File: src/rtl/vending_machine_gen.sv
`default_nettype none
// ============================================================================
// Module   : vending_machine_gen
// Brief    : Parametrised vending controller. Credits coins, dispenses one
//            selected drink per transaction from a per-slot stock, then pays
//            change one coin per cycle using greedy 50/10/5/1 denominations.
//            Supports cancel/refund, sold-out flags and restocking.
// Revision : 1.0 - initial release
// ============================================================================
module vending_machine_gen #(
    parameter int                          MONEY_W    = 8,
    parameter int                          N_DRINK    = 4,
    parameter int                          SEL_W      = 3,
    parameter logic [N_DRINK*MONEY_W-1:0]  PRICE_LIST = {8'd25, 8'd20, 8'd15, 8'd10},
    parameter int                          STOCK_W    = 4,
    parameter int                          STOCK_INIT = 5,
    parameter int                          MAX_CREDIT = 200
) (
    input  logic               clk,
    input  logic               reset,
    input  logic [MONEY_W-1:0] coin,
    input  logic [SEL_W-1:0]   drink_choose,
    input  logic               cancel,
    input  logic               restock,
    input  logic [SEL_W-1:0]   restock_sel,
    output logic [2:0]         state,
    output logic [MONEY_W-1:0] total_money,
    output logic [SEL_W-1:0]   drink_out,
    output logic               drink_valid,
    output logic [MONEY_W-1:0] change_coin,
    output logic               change_valid,
    output logic               coin_reject,
    output logic [N_DRINK-1:0] sold_out
);

    localparam logic [2:0] c_IDLE   = 3'd0;
    localparam logic [2:0] c_CREDIT = 3'd1;
    localparam logic [2:0] c_VEND   = 3'd2;
    localparam logic [2:0] c_CHANGE = 3'd3;

    localparam logic [MONEY_W-1:0] c_D1  = MONEY_W'(1);
    localparam logic [MONEY_W-1:0] c_D5  = MONEY_W'(5);
    localparam logic [MONEY_W-1:0] c_D10 = MONEY_W'(10);
    localparam logic [MONEY_W-1:0] c_D50 = MONEY_W'(50);
    localparam logic [MONEY_W:0]   c_MAX = (MONEY_W+1)'(MAX_CREDIT);
    localparam logic [STOCK_W-1:0] c_STOCK_INIT = STOCK_W'(STOCK_INIT);

    logic [2:0]                      r_state;
    logic [2:0]                      w_state_nxt;
    logic [MONEY_W-1:0]              r_total;
    logic [MONEY_W-1:0]              w_total_nxt;
    logic [MONEY_W-1:0]              r_last_coin;
    logic [N_DRINK-1:0][STOCK_W-1:0] r_stock;
    logic [N_DRINK-1:0][STOCK_W-1:0] w_stock_nxt;
    logic [SEL_W-1:0]                r_drink_out;
    logic [SEL_W-1:0]                w_drink_out_nxt;
    logic                            r_drink_valid;
    logic                            w_drink_valid_nxt;
    logic [MONEY_W-1:0]              r_change_coin;
    logic [MONEY_W-1:0]              w_change_coin_nxt;
    logic                            r_change_valid;
    logic                            w_change_valid_nxt;
    logic                            r_coin_reject;
    logic                            w_coin_reject_nxt;

    logic                            w_coin_edge;
    logic                            w_coin_ok;
    logic [MONEY_W:0]                w_sum;
    logic                            w_coin_accept;
    logic [MONEY_W-1:0]              w_price;
    logic                            w_sel_in_range;
    logic                            w_sel_stock_ok;
    logic                            w_sel_valid;
    logic [MONEY_W-1:0]              w_change_d;

    // One credit event per insertion: only the 0 -> nonzero transition counts,
    // and the add is one bit wider so the credit limit check cannot wrap.
    assign w_coin_edge   = (coin != '0) && (r_last_coin == '0);
    assign w_coin_ok     = (coin == c_D1) || (coin == c_D5) || (coin == c_D10) || (coin == c_D50);
    assign w_sum         = {1'b0, r_total} + {1'b0, coin};
    assign w_coin_accept = w_coin_edge && w_coin_ok && (w_sum <= c_MAX) &&
                           ((r_state == c_IDLE) || (r_state == c_CREDIT));

    // Look up price and stock availability of the requested slot
    always_comb begin
        w_price        = '0;
        w_sel_in_range = 1'b0;
        w_sel_stock_ok = 1'b0;
        for (int k = 0; k < N_DRINK; k++) begin
            if (drink_choose == SEL_W'(k + 1)) begin
                w_sel_in_range = 1'b1;
                w_price        = PRICE_LIST[k*MONEY_W +: MONEY_W];
                w_sel_stock_ok = (r_stock[k] != '0);
            end
        end
    end

    assign w_sel_valid = w_sel_in_range && w_sel_stock_ok && (r_total >= w_price);

    // Greedy change denomination: largest coin not exceeding remaining credit
    always_comb begin
        if (r_total >= c_D50) begin
            w_change_d = c_D50;
        end else if (r_total >= c_D10) begin
            w_change_d = c_D10;
        end else if (r_total >= c_D5) begin
            w_change_d = c_D5;
        end else begin
            w_change_d = c_D1;
        end
    end

    // State register
    always_ff @(posedge clk or negedge reset) begin
        if (!reset) begin
            r_state <= c_IDLE;
        end else begin
            r_state <= w_state_nxt;
        end
    end

    // Next-state logic; in CREDIT a coin edge outranks cancel, which outranks selection
    always_comb begin
        w_state_nxt = r_state;
        case (r_state)
            c_IDLE: begin
                if (w_coin_accept) begin
                    w_state_nxt = c_CREDIT;
                end
            end
            c_CREDIT: begin
                if (!w_coin_edge) begin
                    if (cancel) begin
                        w_state_nxt = c_CHANGE;
                    end else if (w_sel_valid) begin
                        w_state_nxt = c_VEND;
                    end
                end
            end
            c_VEND: begin
                w_state_nxt = (r_total != '0) ? c_CHANGE : c_IDLE;
            end
            c_CHANGE: begin
                // Leave on the same edge that pays out the last coin
                if ((r_total == '0) || (r_total == w_change_d)) begin
                    w_state_nxt = c_IDLE;
                end
            end
            default: w_state_nxt = c_IDLE;
        endcase
    end

    // Datapath and pulse outputs for the coming cycle
    always_comb begin
        w_total_nxt        = r_total;
        w_stock_nxt        = r_stock;
        w_drink_out_nxt    = '0;
        w_drink_valid_nxt  = 1'b0;
        w_change_coin_nxt  = '0;
        w_change_valid_nxt = 1'b0;
        w_coin_reject_nxt  = w_coin_edge && !w_coin_accept;
        case (r_state)
            c_IDLE: begin
                if (w_coin_accept) begin
                    w_total_nxt = w_sum[MONEY_W-1:0];
                end
                if (restock) begin
                    for (int k = 0; k < N_DRINK; k++) begin
                        if (restock_sel == SEL_W'(k + 1)) begin
                            w_stock_nxt[k] = '1;
                        end
                    end
                end
            end
            c_CREDIT: begin
                if (w_coin_accept) begin
                    w_total_nxt = w_sum[MONEY_W-1:0];
                end else if (!w_coin_edge && !cancel && w_sel_valid) begin
                    w_drink_out_nxt   = drink_choose;
                    w_drink_valid_nxt = 1'b1;
                    w_total_nxt       = r_total - w_price;
                    for (int k = 0; k < N_DRINK; k++) begin
                        if (drink_choose == SEL_W'(k + 1)) begin
                            w_stock_nxt[k] = r_stock[k] - STOCK_W'(1);
                        end
                    end
                end
            end
            c_CHANGE: begin
                if (r_total != '0) begin
                    w_change_coin_nxt  = w_change_d;
                    w_change_valid_nxt = 1'b1;
                    w_total_nxt        = r_total - w_change_d;
                end
            end
            default: ;
        endcase
    end

    // Datapath, stock and output registers; reset discards any pending credit
    always_ff @(posedge clk or negedge reset) begin
        if (!reset) begin
            r_total        <= '0;
            r_last_coin    <= '0;
            r_stock        <= {N_DRINK{c_STOCK_INIT}};
            r_drink_out    <= '0;
            r_drink_valid  <= 1'b0;
            r_change_coin  <= '0;
            r_change_valid <= 1'b0;
            r_coin_reject  <= 1'b0;
        end else begin
            r_total        <= w_total_nxt;
            r_last_coin    <= coin;
            r_stock        <= w_stock_nxt;
            r_drink_out    <= w_drink_out_nxt;
            r_drink_valid  <= w_drink_valid_nxt;
            r_change_coin  <= w_change_coin_nxt;
            r_change_valid <= w_change_valid_nxt;
            r_coin_reject  <= w_coin_reject_nxt;
        end
    end

    generate
        for (genvar k = 0; k < N_DRINK; k++) begin : g_sold_out
            assign sold_out[k] = (r_stock[k] == '0);
        end
    endgenerate

    assign state        = r_state;
    assign total_money  = r_total;
    assign drink_out    = r_drink_out;
    assign drink_valid  = r_drink_valid;
    assign change_coin  = r_change_coin;
    assign change_valid = r_change_valid;
    assign coin_reject  = r_coin_reject;

endmodule
`default_nettype wire

File: config.mk
export PLATFORM = sky130hd
export DESIGN_NAME = vending_machine_gen
export DESIGN_NICKNAME = d
export VERILOG_FILES = /design/src/rtl/vending_machine_gen.sv
export SDC_FILE = /design/constraint.sdc
export NUM_CORES = 1
export LEC_CHECK = 0
export ABC_AREA = 0
export CORE_AREA = 2 2 89 91
export DETAILED_ROUTE_END_ITERATION = 8
export DIE_AREA = 0 0 91 93
export GPL_TIMING_DRIVEN = 0
export HOLD_SLACK_MARGIN = 0.02
export MAX_ROUTING_LAYER = met4
export PLACE_DENSITY_LB_ADDON = 0.15
export SLEW_MARGIN = 20
export SYNTH_ARGS = -nofsm -noshare
export SYNTH_HDL_FRONTEND = slang
export SYNTH_SLANG_ARGS = --single-unit
File: constraint.sdc
create_clock -name clk -period 3.6 [get_ports clk]
set_input_delay 0.54 -clock clk [delete_from_list [all_inputs] [get_ports clk]]
set_output_delay 0.54 -clock clk [all_outputs]
set_load 0.01 [all_outputs]
==> results.txt <==
IR drop worst, VDD = 344.7 uV
First-pass GRT wire length = 15480 um
Final worst-path cycle share = 0.9685
Initial Util = 0.4732
Gr ovfl total = 0
DRT iter0 DRCs = 301
Clock Sinks = 45
Min Tclk post-route = 3.487 ns
CP Cell Sequence = or3_1 -> a311oi_2 -> nand2_1 -> ha_1 -> o21a_1 -> o31a_1 -> o31a_1 -> o311a_1 -> o31ai_1 -> a22oi_1 -> mux2_2
Element type at the critical path end = flop
Core area = 7527 um^2
HPWL after detailed placement = 7282 um
Final Power = 3.642 mW
Cells on worst reg2reg path = 11
Number of buffers created by CTS = 5
Lkg Pwr = 1.845 nW
#FFs+latches synth = 45
Primary FF master, synth = dfrtp_1
Final setup violation count = 0
Fmax = 0.2868 GHz
CP Launch Type = flop
Worst min-delay path category = input port to asynchronous set/reset pin
Status = finished, final reports clean
RePlAce Congestion = 0.8945
Drt via density = 5.969
Nets = 491
CP max stage delay = 0.53 ns
# H-tree levels = 2
Via total after detailed routing = 3283
Die area = 8463 um^2
FFs w/ async S/R, synth = 1.000
Clock transition at path regs = 0.09 ns
Kind of critical path = flop to flop
Post-detailed-route wirelength per cell = 17.33 um
Post-synth cell types = 81
Die width = 91 um
# DRC = 0
Clock Skew = 0.007911 ns
Worst r2r src = total_money[2]$_DFFE_PN0P_
Top-count cell post-synth = nor2_1
Top area cells in the synthesized netlist = dfrtp_1 (26%), ha_1 (8.1%), dfstp_2 (5.9%), nor2_1 (5.2%), a21oi_1 (3.4%)
Max Root-Sink Buffers = 2
Share of cells above drive strength 1 = 0.1384
Power Density = 840.1 nW/um^2
# rows = 32
Critical Path RT = 3.81 ns
Final setup margin = 0.1133 ns
Total Negative Setup Slacks = 0 ns
Slew headroom = 0.5635
Clk Latency, worst-skew pair = 0.31 ns
Final wirelength = 9531 um
Vias in the first global route = 3011
Reg-to-reg setup timing slack = 0.11 ns
CP max FO = 9
Most used cell, CP = o31a_1
RSZ-0062 raised after global routing = false
Synth warn = 0
Antenna violations before repair = 0
Top cell types by occurrence after synthesis = nor2_1 (49), dfrtp_1 (37), a21oi_1 (24), ha_1 (23), inv_1 (22)
Actual slew at the worst max-slew pin = 0.6487 ns
Yosys top cell by area = dfrtp_1
Layout area overhead = 21.71%
Share of the synthesized area in the top cell type = 0.2599
Post-synth EDFFs = 0
Largest net degree at the start of global routing = 28
Post-synthesis sequential area ratio = 0.3189
Die height = 93 um
Post-Syn Area = 3562 um^2
Reg-to-Reg End = total_money[7]$_DFFE_PN0P_
CTS tree = yes
Final count of hold timing violations = 0
I/O pin count = 47
ANT nets after route = 0
CP delay by family, top = compound AO/OA/AOI/OAI gates
CP bufs+invs = 0
Mean Syn Cell Area = 9.041 um^2
Hold Buf Count CTS = 0
Number of port buffers = 41
DR pass1 iterations = 5
Root buffer cell = clkbuf_8
Slowest CP cell = dfrtp_1
Gr usage total = 0.2375
Number of fill cells = 719
Ant diodes = 0
Synth Instances = 394
Dpl ws = -0.6659 ns
Fin. max-slew vios = 0
Critical path arrival = 3.69 ns
MaxCap Viol Count = 0
## how the worst max path moves through the flow
stage	start	end	slack, ns	depth (start not counted)
final	total_money[2]$_DFFE_PN0P_	total_money[7]$_DFFE_PN0P_	0.11	11
after CTS	drink_choose[2]	r_stock[11]$_DFFE_PN0P_	0.03	12
after global placement	drink_choose[2]	total_money[2]$_DFFE_PN0P_	-0.61	14
after floorplan	drink_choose[1]	total_money[2]$_DFFE_PN0P_	0.15	14
after global routing	total_money[2]$_DFFE_PN0P_	total_money[6]$_DFFE_PN0P_	0.003	11
after detailed placement	drink_choose[2]	total_money[2]$_DFFE_PN0P_	-0.67	14
## cell type report
type	count	area, um^2	area share
multi-input cells	315	2327	0.5368
flip-flops and latches	45	1137	0.2623
repair buffers	44	442.9	0.1022
well taps	102	127.6	0.02944
inverters	23	86.33	0.01991
plain buffers	13	76.32	0.01760
clock buffers	5	68.82	0.01587
clock inverters	3	68.82	0.01587
## what timing repair did
action	4_1_cts	5_1_grt
resized for setup	6	7
setup endpoints to repair	10	20
pin swaps	1	2
setup buffers	1	1
## per-layer routing
metal / wire (um) / up-vias / share of wire / track usage
li1: - / 1584 / - / -
met1: 4363 / 1567 / 0.46 / 0.3381
met2: 4350 / 114 / 0.46 / 0.3679
met3: 689 / 18 / 0.072 / 0.03546
met4: 127 / 0 / 0.013 / 0.04040
met5: 0 / - / 0 / -
## metrics by stage
step / hold slack [ns] / cells / util / instance area, um^2
finish: 0.1788 / 550 / 0.5760 / 4335
global route: 0.2170 / 550 / 0.5760 / 4335
CTS: 0.1911 / 549 / 0.5698 / 4289
detailed placement: 0.5143 / 540 / 0.5477 / 4123
global placement: 0.5067 / 539 / 0.5457 / 4108
floorplan: 0.2444 / 396 / - / 3570
## where the power goes
part	leakage [nW]	total (mW)	internal, mW	switching (mW)
clock network	0.0687	0.471	0.280	0.191
registers	0.540	0.919	0.688	0.231
logic	1.24	2.25	0.966	1.29
total	1.85	3.64	1.93	1.71
## registers in the layout, summed over array words and instances, names as in the netlist
register      flops
change_coin       5
change_valid      1
coin_reject       1
drink_out         3
drink_valid       1
r_last_coin       8
r_stock          16
state             2
total_money       8
## cell families after synthesis
logic type / synth area share
flops: 0.3189
xor+xnor: 0.01475
buf+inv: 0.04566
compound gates: 0.2641
mux: 0.01580
simple gates: 0.2420
fa+ha+maj: 0.09765
other cells: 0.001053
## cell usage in the layout, fill, tap and decap left out, types with 14 or more instances in the layout
cell and count:
nor2_1 49, clkdlybuf4s50_1 39, dfrtp_1 36, a21oi_1 23
ha_1 23, inv_1 22, o21ai_0 17, nand2_1 16
nand2b_1 14
Note: power is estimated with default switching activity, not from simulation.
